## config.mk

```make
export PLATFORM = sky130hd
export DESIGN_NAME = fifo_rd_packer
export DESIGN_NICKNAME = d
export VERILOG_FILES = /design/src/rtl/fifo_rd_packer.sv
export SDC_FILE = /design/constraint.sdc
export NUM_CORES = 1
export LEC_CHECK = 0
export ABC_AREA = 0
export BUFFER_PORTS_ARGS = -buffer_cell sky130_fd_sc_hd__buf_2
export CAP_MARGIN = 25
export CORE_ASPECT_RATIO = 0.75
export CORE_UTILIZATION = 50
export CTS_BUF_LIST = sky130_fd_sc_hd__clkbuf_16
export DETAILED_ROUTE_END_ITERATION = 8
export GPL_ROUTABILITY_DRIVEN = 0
export GPL_TIMING_DRIVEN = 0
export PLACE_DENSITY_LB_ADDON = 0.15
export SETUP_SLACK_MARGIN = 0.3
export SYNTH_ARGS = -nofsm -noshare
export SYNTH_HDL_FRONTEND = slang
export SYNTH_SLANG_ARGS = --single-unit
```

## constraint.sdc

```tcl
create_clock -name rclk -period 2.43 [get_ports rclk]
set_input_delay 0.3645 -clock rclk [delete_from_list [all_inputs] [get_ports rclk]]
set_output_delay 0.3645 -clock rclk [all_outputs]
set_load 0.005 [all_outputs]
```

## src/rtl/fifo_rd_packer.sv

```systemverilog
// Read-side FIFO consumer: packs RATIO consecutive DSIZE-bit words into one wide
// valid/ready output word with a lane-keep mask; flush drains a partial word.
module fifo_rd_packer #(
    parameter int DSIZE = 8,
    parameter int RATIO = 4,
    parameter int CW    = $clog2(RATIO + 1)
) (
    input  logic                   rclk,
    input  logic                   rrst,
    input  logic                   rempty,
    input  logic [DSIZE-1:0]       rdata,
    output logic                   rinc,
    input  logic                   flush,
    output logic [DSIZE*RATIO-1:0] m_data,
    output logic [RATIO-1:0]       m_keep,
    output logic                   m_valid,
    input  logic                   m_ready,
    output logic [CW-1:0]          lane_cnt,
    output logic                   busy
);

    localparam int            W    = DSIZE * RATIO;
    localparam logic [CW-1:0] LAST = CW'(RATIO - 1);

    logic [W-1:0]     acc;
    logic             flush_pend;
    logic             slot_free;
    logic             flush_eff;
    logic             last_lane;
    logic             service;
    logic [RATIO-1:0] part_keep;

    assign slot_free = !m_valid | m_ready;
    assign flush_eff = flush | flush_pend;
    assign last_lane = (lane_cnt == LAST);
    assign service   = flush_eff & slot_free;
    // A pop that completes a word needs somewhere to put it; flush blocks all pops.
    assign rinc      = !rrst & !rempty & !flush_eff & (!last_lane | slot_free);
    assign busy      = (lane_cnt != '0) | m_valid | flush_pend;

    always_comb begin
        part_keep = '0;
        for (int i = 0; i < RATIO; i++) begin
            part_keep[i] = (CW'(i) < lane_cnt);
        end
    end

    always_ff @(posedge rclk or posedge rrst) begin
        if (rrst) begin
            acc        <= '0;
            lane_cnt   <= '0;
            flush_pend <= 1'b0;
            m_data     <= '0;
            m_keep     <= '0;
            m_valid    <= 1'b0;
        end else begin
            // Accept clears valid; a load later in this block overrides it.
            if (m_valid & m_ready) begin
                m_valid <= 1'b0;
            end

            if (service) begin
                flush_pend <= 1'b0;
                if (lane_cnt != '0) begin
                    m_data   <= acc;
                    m_keep   <= part_keep;
                    m_valid  <= 1'b1;
                    acc      <= '0;
                    lane_cnt <= '0;
                end
            end else if (flush) begin
                flush_pend <= 1'b1;
            end

            // rinc and service are mutually exclusive (rinc requires !flush_eff).
            if (rinc) begin
                if (last_lane) begin
                    m_data   <= {rdata, acc[W-DSIZE-1:0]};
                    m_keep   <= '1;
                    m_valid  <= 1'b1;
                    acc      <= '0;
                    lane_cnt <= '0;
                end else begin
                    for (int i = 0; i < RATIO - 1; i++) begin
                        if (lane_cnt == CW'(i)) begin
                            acc[i*DSIZE +: DSIZE] <= rdata;
                        end
                    end
                    lane_cnt <= lane_cnt + CW'(1);
                end
            end
        end
    end

endmodule

```

==> flow_summary_export.csv, run 1 <==
group,metric,value,unit
layout,fill_cells,474,
die,die_w,91.8,µm
layout,antennaDiodeCount,0,
placement,dp_hpwl,4620,µm
die,rows,24,
critical_path,worst-setup-path-type,"flip-flop to output port",
clocking,clockBufferDepth,2,
logic_synthesis,syn-instance-count,254,
die,dieArea,0.00637,mm²
logic_synthesis,avgSynthCellArea,11.9,µm²
power_and_ir_drop,cellLeakagePower,2.00,nW
timing,slew_headroom,0.496,
hold_path,hold_class,"primary input to async pin",
detailed_routing,vias_per_cell,5.36,
clocking,post-cts-setup-buffer-count,0,
critical_path,worst_ep_required_time,2070,ps
logic_synthesis,synth_edf_count,0,
timing,clock.fmax,489,MHz
logic_synthesis,synth_cell_types,39,
critical_path,cp_max_fo,4,
detailed_routing,vias,2166,
logic_synthesis,synth-simple-area-share,0.150,
layout,fin_nets,337,
timing,finalHoldViolCount,0,
timing,drv_slew,0,
logic_synthesis,ys.flop_type,"dfrtp_1",
logic_synthesis,synth_top_family_by_area,"simple AND/OR/NAND/NOR gates",
logic_synthesis,async_flop_share,1.00,
clocking,htreeDepth,3,
logic_synthesis,synth_seq_cells,73,
layout,multi_input_area,0.00111,mm²
critical_path,r2r_setup_slack,410,ps
die,initial_utilization,0.520,
logic_synthesis,synthAdderAreaFrac,0.0124,
critical_path,startpoint_type,"flip-flop",
timing,fin_skew,6.27,ps
critical_path,r2r_start,"lane_cnt[0]$_DFFE_PP0P_",
run_status,outcome,"finished, final reports clean",
detailed_routing,dr.pass1.iters,4,
grt,track_usage,0.229,
layout,seqCellArea,0.00183,mm²
die,die_h,69.4,µm
clocking,numCtsBuffers,9,
timing,setup-tns-final,0,ps
critical_path,r2r-end,"m_data[21]$_DFF_PP0_",
die,core,0.00583,mm²
grt,first_global_vias,2170,
power_and_ir_drop,vdd_drop_max,612,µV
logic_synthesis,yosys.area_share.xor_xnor,0,
timing,rsz0062_at_grt,"yes",
timing,final-setup-viol-count,0,
grt,gr-total-overflow,0,
layout,stdcell_count,404,
grt,grt_pass1_wl,10800,µm
logic_synthesis,ys_warn_count,0,
logic_synthesis,synth.cell_area,0.00303,mm²
clocking,cts_root_buf,"clkbuf_16",
timing,layout_min_cycle_time,2040,ps
grt,antenna_found_initial,0,
placement,dp.cells,388,
clocking,tritoncts,"built",
timing,fin_crit_sh,0.841,
detailed_routing,drc,0,
die,ioPinCount,55,
run,max_cap_violations,0,
layout,syn_to_final_growth,24.2,%
clocking,clkTransAtPathRegs,50,ps
grt,grt_max_degree,33,
detailed_routing,drtAntennaViolNets,0,
logic_synthesis,synth_nets,270,
layout,final_layout_size_suffix_gt1_frac,0.328,
layout,layout_commonest_cell,"dfrtp_1",
logic_synthesis,synth-compound-area-share,0.0847,
layout,layout_common_cells,"72 x dfrtp_1, 55 x buf_2, 28 x nand2_1",
detailed_routing,wire_per_inst,16.5,µm
clocking,cts_sinks,73,
clocking,clk_latency,320,ps
detailed_routing,wirelength,6680,µm
critical_path,crit_arrival,1680,ps
critical_path,worst_r2r_path_depth,7,
timing,worst_slew_pin_slew,757,ps
detailed_routing,drt_iter0_markers,203,
logic_synthesis,ys_seq_area_frac,0.604,
placement,portBuffers,54,
critical_path,critPathCaptureType,"output port",
power_and_ir_drop,p_per_area,1140,mW/mm²
logic_synthesis,synth_mux_area_frac,0.116,
final cells by class:
| type | instances | area share |
|---|---|---|
| Clock inverter | 7 | 0.0226 |
| Timing Repair Buffer | 56 | 0.0826 |
| Buffer | 14 | 0.0226 |
| Inverter | 4 | 0.00499 |
| Clock buffer | 9 | 0.0599 |
| Sequential cell | 73 | 0.486 |
| Tap cell | 78 | 0.0260 |
| Multi-Input combinational cell | 163 | 0.295 |
worst max-delay path, stage by stage, from the launching register on:
cell and delay (ps):
dfrtp_1 420, or4_4 570, a21oi_2 220, buf_2 150
metal layers:
metal	wire length, µm	vias up	GRT usage
li1	-	1029	-
met1	3070	1072	0.333
met2	3120	61	0.325
met3	430	4	0.0757
met4	59	0	0.0764
met5	0	-	0
sequential cells by signal (all words and copies together) (netlist names):
signal / cells
flush_pend: 1
acc: 32
m_valid: 1
m_keep: 4
lane_cnt: 3
m_data: 32
cell usage after synthesis (2+ instances only):
| cell | count | area, µm² |
|---|---|---|
| dfrtp_1 | 73 | 1830 |
| nand2b_1 | 2 | 12.5 |
| buf_6 | 3 | 33.8 |
| buf_4 | 2 | 15.0 |
| and3_1 | 10 | 62.6 |
| nand3_1 | 11 | 55.1 |
| a21oi_1 | 11 | 55.1 |
| nor2_1 | 26 | 97.6 |
| a31oi_1 | 8 | 50.1 |
| and2_1 | 2 | 12.5 |
| ha_1 | 3 | 37.5 |
| o31ai_1 | 2 | 15.0 |
| nand2_1 | 28 | 105 |
| clkbuf_1 | 7 | 26.3 |
| a32oi_1 | 2 | 17.5 |
| a22oi_1 | 8 | 60.1 |
| inv_1 | 4 | 15.0 |
| mux2i_1 | 8 | 80.1 |
| mux2_1 | 5 | 56.3 |
| mux2_2 | 19 | 214 |
| o211ai_1 | 2 | 15.0 |
kinds of logic (layout without fill, tap and decap cells):
group | after synthesis | count (layout)
flip-flops | 73 | 73
multiplexers | 32 | 32
AO/OA/AOI/OAI | 38 | 38
buffers and inverters | 18 | 90
adder cells (fa/ha/maj) | 3 | 3
AND/OR/NAND/NOR | 90 | 90
metrics by stage:
stage               power, mW  utilization  area, µm²  hold WS (ps)  worst slack [ps]
global placement         2.88        0.583       3400           462               384
CTS                      4.31        0.644       3750          80.1               363
global route             4.52        0.645       3760           115               292
detailed placement       2.93        0.590       3440           431               367
finish                   4.28        0.645       3760          78.8               387
floorplan                2.48            -       3030           464               679
power by group:
group | total [mW] | switching, mW | internal [mW]
clock | 1.36 | 0.474 | 0.887
sequential | 1.76 | 0.198 | 1.56
combinational | 1.16 | 0.608 | 0.548
how the worst max path moves through the flow:
stage | from | endpoint | slack (ps) | cells past startpoint
after detailed placement | lane_cnt[0]$_DFFE_PP0P_ | m_data[3]$_DFF_PP0_ | 370 | 7
after floorplan | lane_cnt[0]$_DFFE_PP0P_ | m_data[22]$_DFF_PP0_ | 680 | 7
after global routing | lane_cnt[0]$_DFFE_PP0P_ | m_data[14]$_DFF_PP0_ | 290 | 7
final | flush_pend$_DFFE_PP0P_ | rinc | 390 | 3
after global placement | flush | m_data[22]$_DFF_PP0_ | 380 | 6
after CTS | lane_cnt[0]$_DFFE_PP0P_ | busy | 360 | 5
what timing repair did:
item | 4_1_cts | 5_1_grt
hold buffers | 0 | 0
resized for setup | 1 | 3
endpoints found under the setup margin | 1 | 30
pin swaps | 0 | 1
endpoints found under the hold margin | 0 | 0
(Power assumes the default switching activity.)
==> run 2, diff against run 1 <==
--- a/config.mk
+++ b/config.mk
@@ -9,7 +9,7 @@
 export BUFFER_PORTS_ARGS = -buffer_cell sky130_fd_sc_hd__buf_2
 export CAP_MARGIN = 25
 export CORE_ASPECT_RATIO = 0.75
-export CORE_UTILIZATION = 50
+export CORE_UTILIZATION = 49
 export CTS_BUF_LIST = sky130_fd_sc_hd__clkbuf_16
 export DETAILED_ROUTE_END_ITERATION = 8
 export GPL_ROUTABILITY_DRIVEN = 0
==> constraint.sdc (replaced) <==
create_clock -name rclk -period 1.8 [get_ports rclk]
set_input_delay 0.27 -clock rclk [delete_from_list [all_inputs] [get_ports rclk]]
set_output_delay 0.27 -clock rclk [all_outputs]
set_load 0.005 [all_outputs]
==> run 2 against run 1 <==
Net effect:
- the flow now finishes with violations (negative setup slack)
- combinational power rose by 140%
- largest power group is now combinational cells
- global-route usage increased by 3.6 points
- worst hold slack improved by 160 ps
- die area grew 2.0%
- critical path type unchanged
==> flow_summary_export.csv, run 2 (same netlist as run 1, synthesis figures left out) <==
group,metric,value,unit
detailed_routing,wirelength,9290,µm
detailed_routing,drtAntennaViolNets,0,
timing,setup-tns-final,-4.40,ps
detailed_routing,vias_per_cell,5.77,
timing,hold_ws,243,ps
layout,fin_nets,376,
clocking,cts_sinks,73,
critical_path,crit_arrival,1530,ps
detailed_routing,top_layer,"met4",
timing,final-setup-viol-count,1,
clocking,clockBufferDepth,2,
critical_path,worst_path_max_delay_cell,"or4_4",
die,dieArea,0.00650,mm²
timing,drv_slew,0,
placement,dp.cells,388,
timing,worst_slew_pin_slew,442,ps
critical_path,worst-setup-path-type,"flip-flop to output port",
layout,final_layout_size_suffix_gt1_frac,0.564,
layout,layout_commonest_cell,"dfrtp_1",
timing,fin_ws,-4.40,ps
layout,antennaDiodeCount,0,
timing,clock.fmax,554,MHz
hold_path,whs_path_depth,3,
detailed_routing,wire_per_inst,21.0,µm
critical_path,critPathCaptureType,"output port",
clocking,clk_latency,330,ps
detailed_routing,drt_iter0_markers,210,
die,ioPinCount,55,
die,die_w,92.8,µm
grt,grt_pass1_wl,12600,µm
detailed_routing,vias,2554,
detailed_routing,drc,0,
critical_path,r2r-end,"m_data[3]$_DFF_PP0_",
clocking,clkTransAtPathRegs,50,ps
detailed_routing,wl_met2,4460,µm
critical_path,r2r_setup_slack,20,ps
timing,fin_skew,5.18,ps
critical_path,startpoint_type,"flip-flop",
placement,portBuffers,54,
detailed_routing,met3_length,603,µm
die,die_h,70.1,µm
critical_path,slowest_delay,490,ps
timing,layout_min_cycle_time,1800,ps
hold_path,hold_class,"primary input to flip-flop",
power_and_ir_drop,vdd_drop_max,1070,µV
die,initial_utilization,0.514,
die,rows,24,
critical_path,worst_r2r_path_depth,7,
power_and_ir_drop,cellLeakagePower,2.35,nW
critical_path,cp_max_fo,3,
layout,reg.largest.list,"acc x32, m_data x32, m_keep x4",
power_and_ir_drop,p_per_area,1490,mW/mm²
critical_path,crit_buf_inv,1,
grt,grt_max_degree,30,
grt,first_global_vias,2361,
clocking,tritoncts,"built",
run_status,failed_checks,"negative setup slack",
timing,fin_crit_sh,1.00,
grt,gr-total-overflow,0,
clocking,cts_root_buf,"clkbuf_16",
run,max_cap_violations,0,
timing,rsz0062_at_grt,"yes",
critical_path,crit_family,"simple AND/OR/NAND/NOR gates",
grt,antenna_found_initial,0,
hold_path,hold_start,"rdata[4]",
critical_path,worst_ep_required_time,1530,ps
layout,final_util,0.784,
detailed_routing,dr.pass1.iters,5,
layout,stdcell_count,443,
layout,layout_common_cells,"70 x dfrtp_1, 54 x buf_2, 28 x buf_4",
layout,syn_to_final_growth,52.4,%
clocking,htreeDepth,3,
die,core,0.00589,mm²
timing,slew_headroom,0.705,
critical_path,worstPathCellList,"or4_4 > a21oi_4 > buf_2",
hold_path,whs_endpoint,"acc[20]$_DFF_PP0_",
run_status,outcome,"complete, but fails checks",
grt,track_usage,0.265,
detailed_routing,met1Wirelength,3870,µm
placement,dp_hpwl,4640,µm
clocking,numCtsBuffers,9,
timing,finalHoldViolCount,0,
power_and_ir_drop,power,6.87,mW
critical_path,r2r_start,"flush_pend$_DFFE_PP0P_",
[run 2: power by group]
group	leakage, nW	internal (mW)	switching (mW)	total, mW
logic	1.21	1.49	1.26	2.74
clock network	0.150	1.05	0.651	1.70
registers	0.993	2.12	0.312	2.43
[run 2: worst min-delay path, stage by stage]
cell,delay [ps]
buf_2,150
nand2_2,70
a21oi_2,40
[run 2: what timing repair did]
action | CTS | global route
gates cloned | 1 | 1
hold endpoints to repair | 17 | 0
buffers inserted | 20 | 16
endpoints found under the setup margin | 74 | 74
hold buffers | 1 | 0
pin swaps | 10 | 18
resized for setup | 49 | 59
[run 2: cell type report]
type	instances	area (µm²)
Buffer	14	196
Clock inverter	7	55.1
Fill cell	329	1270
Multi-Input combinational cell	163	1510
Clock buffer	9	225
Timing Repair Buffer	95	677
Inverter	4	21.3
Tap cell	78	97.6
Sequential cell	73	1830
[run 2: routing by layer]
| layer | track usage | vias up |
|---|---|---|
| met1 | 0.361 | 1273 |
| li1 | - | 1118 |
| met4 | 0.0923 | 0 |
| met2 | 0.404 | 129 |
| met3 | 0.0828 | 34 |
| met5 | 0 | - |
[run 2: worst max-delay path by stage]
stage | startpoint | to | slack, ps | cells after the start
after floorplan | flush_pend$_DFFE_PP0P_ | m_data[10]$_DFF_PP0_ | 210 | 5
after global placement | flush | m_data[3]$_DFF_PP0_ | -120 | 6
after detailed placement | flush | m_data[11]$_DFF_PP0_ | -120 | 6
after CTS | flush_pend$_DFFE_PP0P_ | rinc | 40 | 3
after global routing | flush_pend$_DFFE_PP0P_ | rinc | -30 | 3
final | flush_pend$_DFFE_PP0P_ | rinc | -4 | 3
[run 2: metrics by stage]
step	setup slack (ps)	cell area, µm²
detailed placement	-123	3550
global placement	-116	3510
finish	-4.40	4610
global route	-27.3	4610
floorplan	210	3150
CTS	42.6	4230
==> run 3, diff against run 2 <==
--- a/config.mk
+++ b/config.mk
@@ -16,6 +16,7 @@
 export GPL_TIMING_DRIVEN = 0
 export PLACE_DENSITY_LB_ADDON = 0.15
 export SETUP_SLACK_MARGIN = 0.3
+export SKIP_LAST_GASP = 1
 export SYNTH_ARGS = -nofsm -noshare
 export SYNTH_HDL_FRONTEND = slang
 export SYNTH_SLANG_ARGS = --single-unit
==> constraint.sdc (replaced) <==
create_clock -name rclk -period 1.8 [get_ports rclk]
set_input_delay 0.45 -clock rclk [delete_from_list [all_inputs] [get_ports rclk]]
set_output_delay 0.45 -clock rclk [all_outputs]
set_load 0.05 [all_outputs]
==> run 3 against run 2 <==
Net effect:
- the flow still finishes with violations (negative setup slack)
- largest cell class unchanged
- wire length shrank 7.8%
- critical path type unchanged
- clock power fell by 9%
- flip-flop and latch count unchanged
==> flow_summary_export.csv, run 3 (same netlist as run 1, synthesis figures left out) <==
group,metric,value,unit
run_status,outcome,"complete, but fails checks",
run_status,failed_checks,"negative setup slack",
critical_path,endpoint,"rinc",
timing,slew_headroom,0.493,
power_and_ir_drop,power.switching,3.16,mW
timing,clock.fmax,496,MHz
critical_path,startpoint_type,"flip-flop",
die,dieArea,0.00650,mm²
detailed_routing,wirelength,8570,µm
clocking,htreeDepth,3,
layout,final_util,0.775,
placement,portBuffers,54,
critical_path,worstPathCellList,"or4_4 > a21oi_4 > buf_6",
layout,layout_common_cells,"69 x dfrtp_1, 49 x buf_2, 27 x nand2_1",
placement,place_ws,-395,ps
power_and_ir_drop,p_per_area,1680,mW/mm²
run,max_cap_violations,0,
critical_path,worst_ep_required_time,1350,ps
clocking,cts_sinks,73,
detailed_routing,vias_per_cell,5.68,
power_and_ir_drop,swShare,0.412,
timing,finalHoldViolCount,0,
critical_path,r2r_start,"flush_pend$_DFFE_PP0P_",
layout,fin_nets,375,
power_and_ir_drop,vdd_drop_max,830,µV
detailed_routing,vias,2505,
grt,grt_max_degree,40,
clocking,numCtsBuffers,9,
critical_path,worst_path_max_delay_cell,"or4_4",
grt,first_global_vias,2392,
critical_path,crit_arrival,1570,ps
layout,fill_cells,330,
timing,hold_ws,286,ps
critical_path,worst-setup-path-type,"flip-flop to output port",
critical_path,cp_max_fo,2,
die,ioPinCount,55,
detailed_routing,drc,0,
grt,track_usage,0.265,
layout,layout_commonest_cell,"dfrtp_1",
die,core,0.00589,mm²
power_and_ir_drop,cellLeakagePower,2.30,nW
critical_path,crit_path_start,"flush_pend$_DFFE_PP0P_",
hold_path,hold_class,"primary input to async pin",
critical_path,worst_r2r_path_depth,7,
grt,gr-total-overflow,0,
layout,final_layout_size_suffix_gt1_frac,0.534,
timing,worst_slew_pin_slew,758,ps
power_and_ir_drop,p_comb_frac,0.487,
detailed_routing,drtAntennaViolNets,0,
grt,antenna_found_initial,0,
timing,fin_crit_sh,1.12,
die,initial_utilization,0.514,
timing,drv_slew,0,
layout,antennaDiodeCount,0,
clocking,clkTransAtPathRegs,60,ps
clocking,cts_root_buf,"clkbuf_16",
detailed_routing,drt_iter0_markers,249,
detailed_routing,wire_per_inst,19.4,µm
placement,dp_hpwl,4580,µm
critical_path,r2r_setup_slack,-130,ps
clocking,clk_latency,330,ps
layout,syn_to_final_growth,50.6,%
critical_path,slowest_delay,510,ps
layout,finish.instance_area,0.00456,mm²
layout,reg.largest.list,"acc x32, m_data x32, m_keep x4",
power_and_ir_drop,clockPowerShare,0.201,
critical_path,critPathCaptureType,"output port",
timing,fin_ws,-217,ps
timing,layout_min_cycle_time,2020,ps
placement,dpl_cell_area,0.00355,mm²
power_and_ir_drop,p_seq_frac,0.312,
power_and_ir_drop,p_int,4.52,mW
die,die_h,70.1,µm
clocking,clockBufferDepth,2,
detailed_routing,dr.pass1.iters,4,
clocking,tritoncts,"built",
timing,rsz0062_at_grt,"yes",
timing,final-setup-viol-count,28,
clocking,cts_hold_buffers,0,
die,die_w,92.8,µm
die,rows,24,
grt,grt_pass1_wl,12800,µm
critical_path,r2r-end,"acc[6]$_DFF_PP0_",
timing,fin_skew,3.05,ps
-- run 3: cell count changes in the layout (fill, tap and decap cells not counted), sizes merged --
cell and change:
bufbuf -1, buf -5, dlygate4sd3 -1, clkinvlp +1, bufinv -1, clkbuf +6
inv -1
-- run 3: metal layers --
layer | global-route usage | routed length [µm]
met5 | 0 | 0
met4 | 0.0769 | 234
met1 | 0.375 | 3780
met2 | 0.401 | 3920
met3 | 0.0741 | 634
-- run 3: worst min-delay path by stage --
stage	start	endpoint	slack, ps	cells past startpoint
finish	rrst	m_keep[3]$_DFF_PP0_	290	2
global route	rrst	m_keep[1]$_DFF_PP0_	350	2
CTS	rrst	m_keep[0]$_DFF_PP0_	310	2
detailed placement	m_keep[3]$_DFF_PP0_	m_keep[3]$_DFF_PP0_	470	2
global placement	m_data[20]$_DFF_PP0_	m_data[20]$_DFF_PP0_	460	1
floorplan	acc[16]$_DFF_PP0_	m_data[16]$_DFF_PP0_	460	1
-- run 3: layout make-up --
| class | instances | area [µm²] | area share |
|---|---|---|---|
| flip-flops and latches | 73 | 1830 | 0.402 |
| multi-input cells | 163 | 1390 | 0.304 |
| repair buffers | 94 | 768 | 0.168 |
| clock buffers | 9 | 225 | 0.0494 |
| plain buffers | 14 | 200 | 0.0439 |
| well taps | 78 | 97.6 | 0.0214 |
| clock inverters | 6 | 28.8 | 0.00631 |
| inverters | 4 | 21.3 | 0.00467 |
-- run 3: power groups by stage --
stage / clock network [mW] / logic [mW] / registers [mW]
global route: 1.63 / 3.92 / 2.45
global placement: 0 / 2.75 / 2.41
detailed placement: 0 / 2.78 / 2.42
finish: 1.54 / 3.74 / 2.40
CTS: 1.55 / 3.30 / 2.37
floorplan: 0 / 1.22 / 3.36
-- run 3: critical path, delay by kind of cell, from the launching register on --
family          cells  cell delay [ps]
buf+inv             1              180
flops               1              380
simple gates        1              510
compound gates      1              170
-- run 3: stage by stage --
stage	power [mW]	TNS, ps	instances
after detailed placement	5.21	-13730	387
final	7.68	-1380	441
after global placement	5.15	-15030	386
after global routing	7.99	-2950	441
after CTS	7.22	-905	433
after floorplan	4.57	-54.7	254
-- run 3: timing repair --
action,4_1_cts,5_1_grt
buffers inserted,28,5
endpoints found under the setup margin,73,77
pin swaps,8,5
gates cloned,3,3
gates resized for setup,52,46
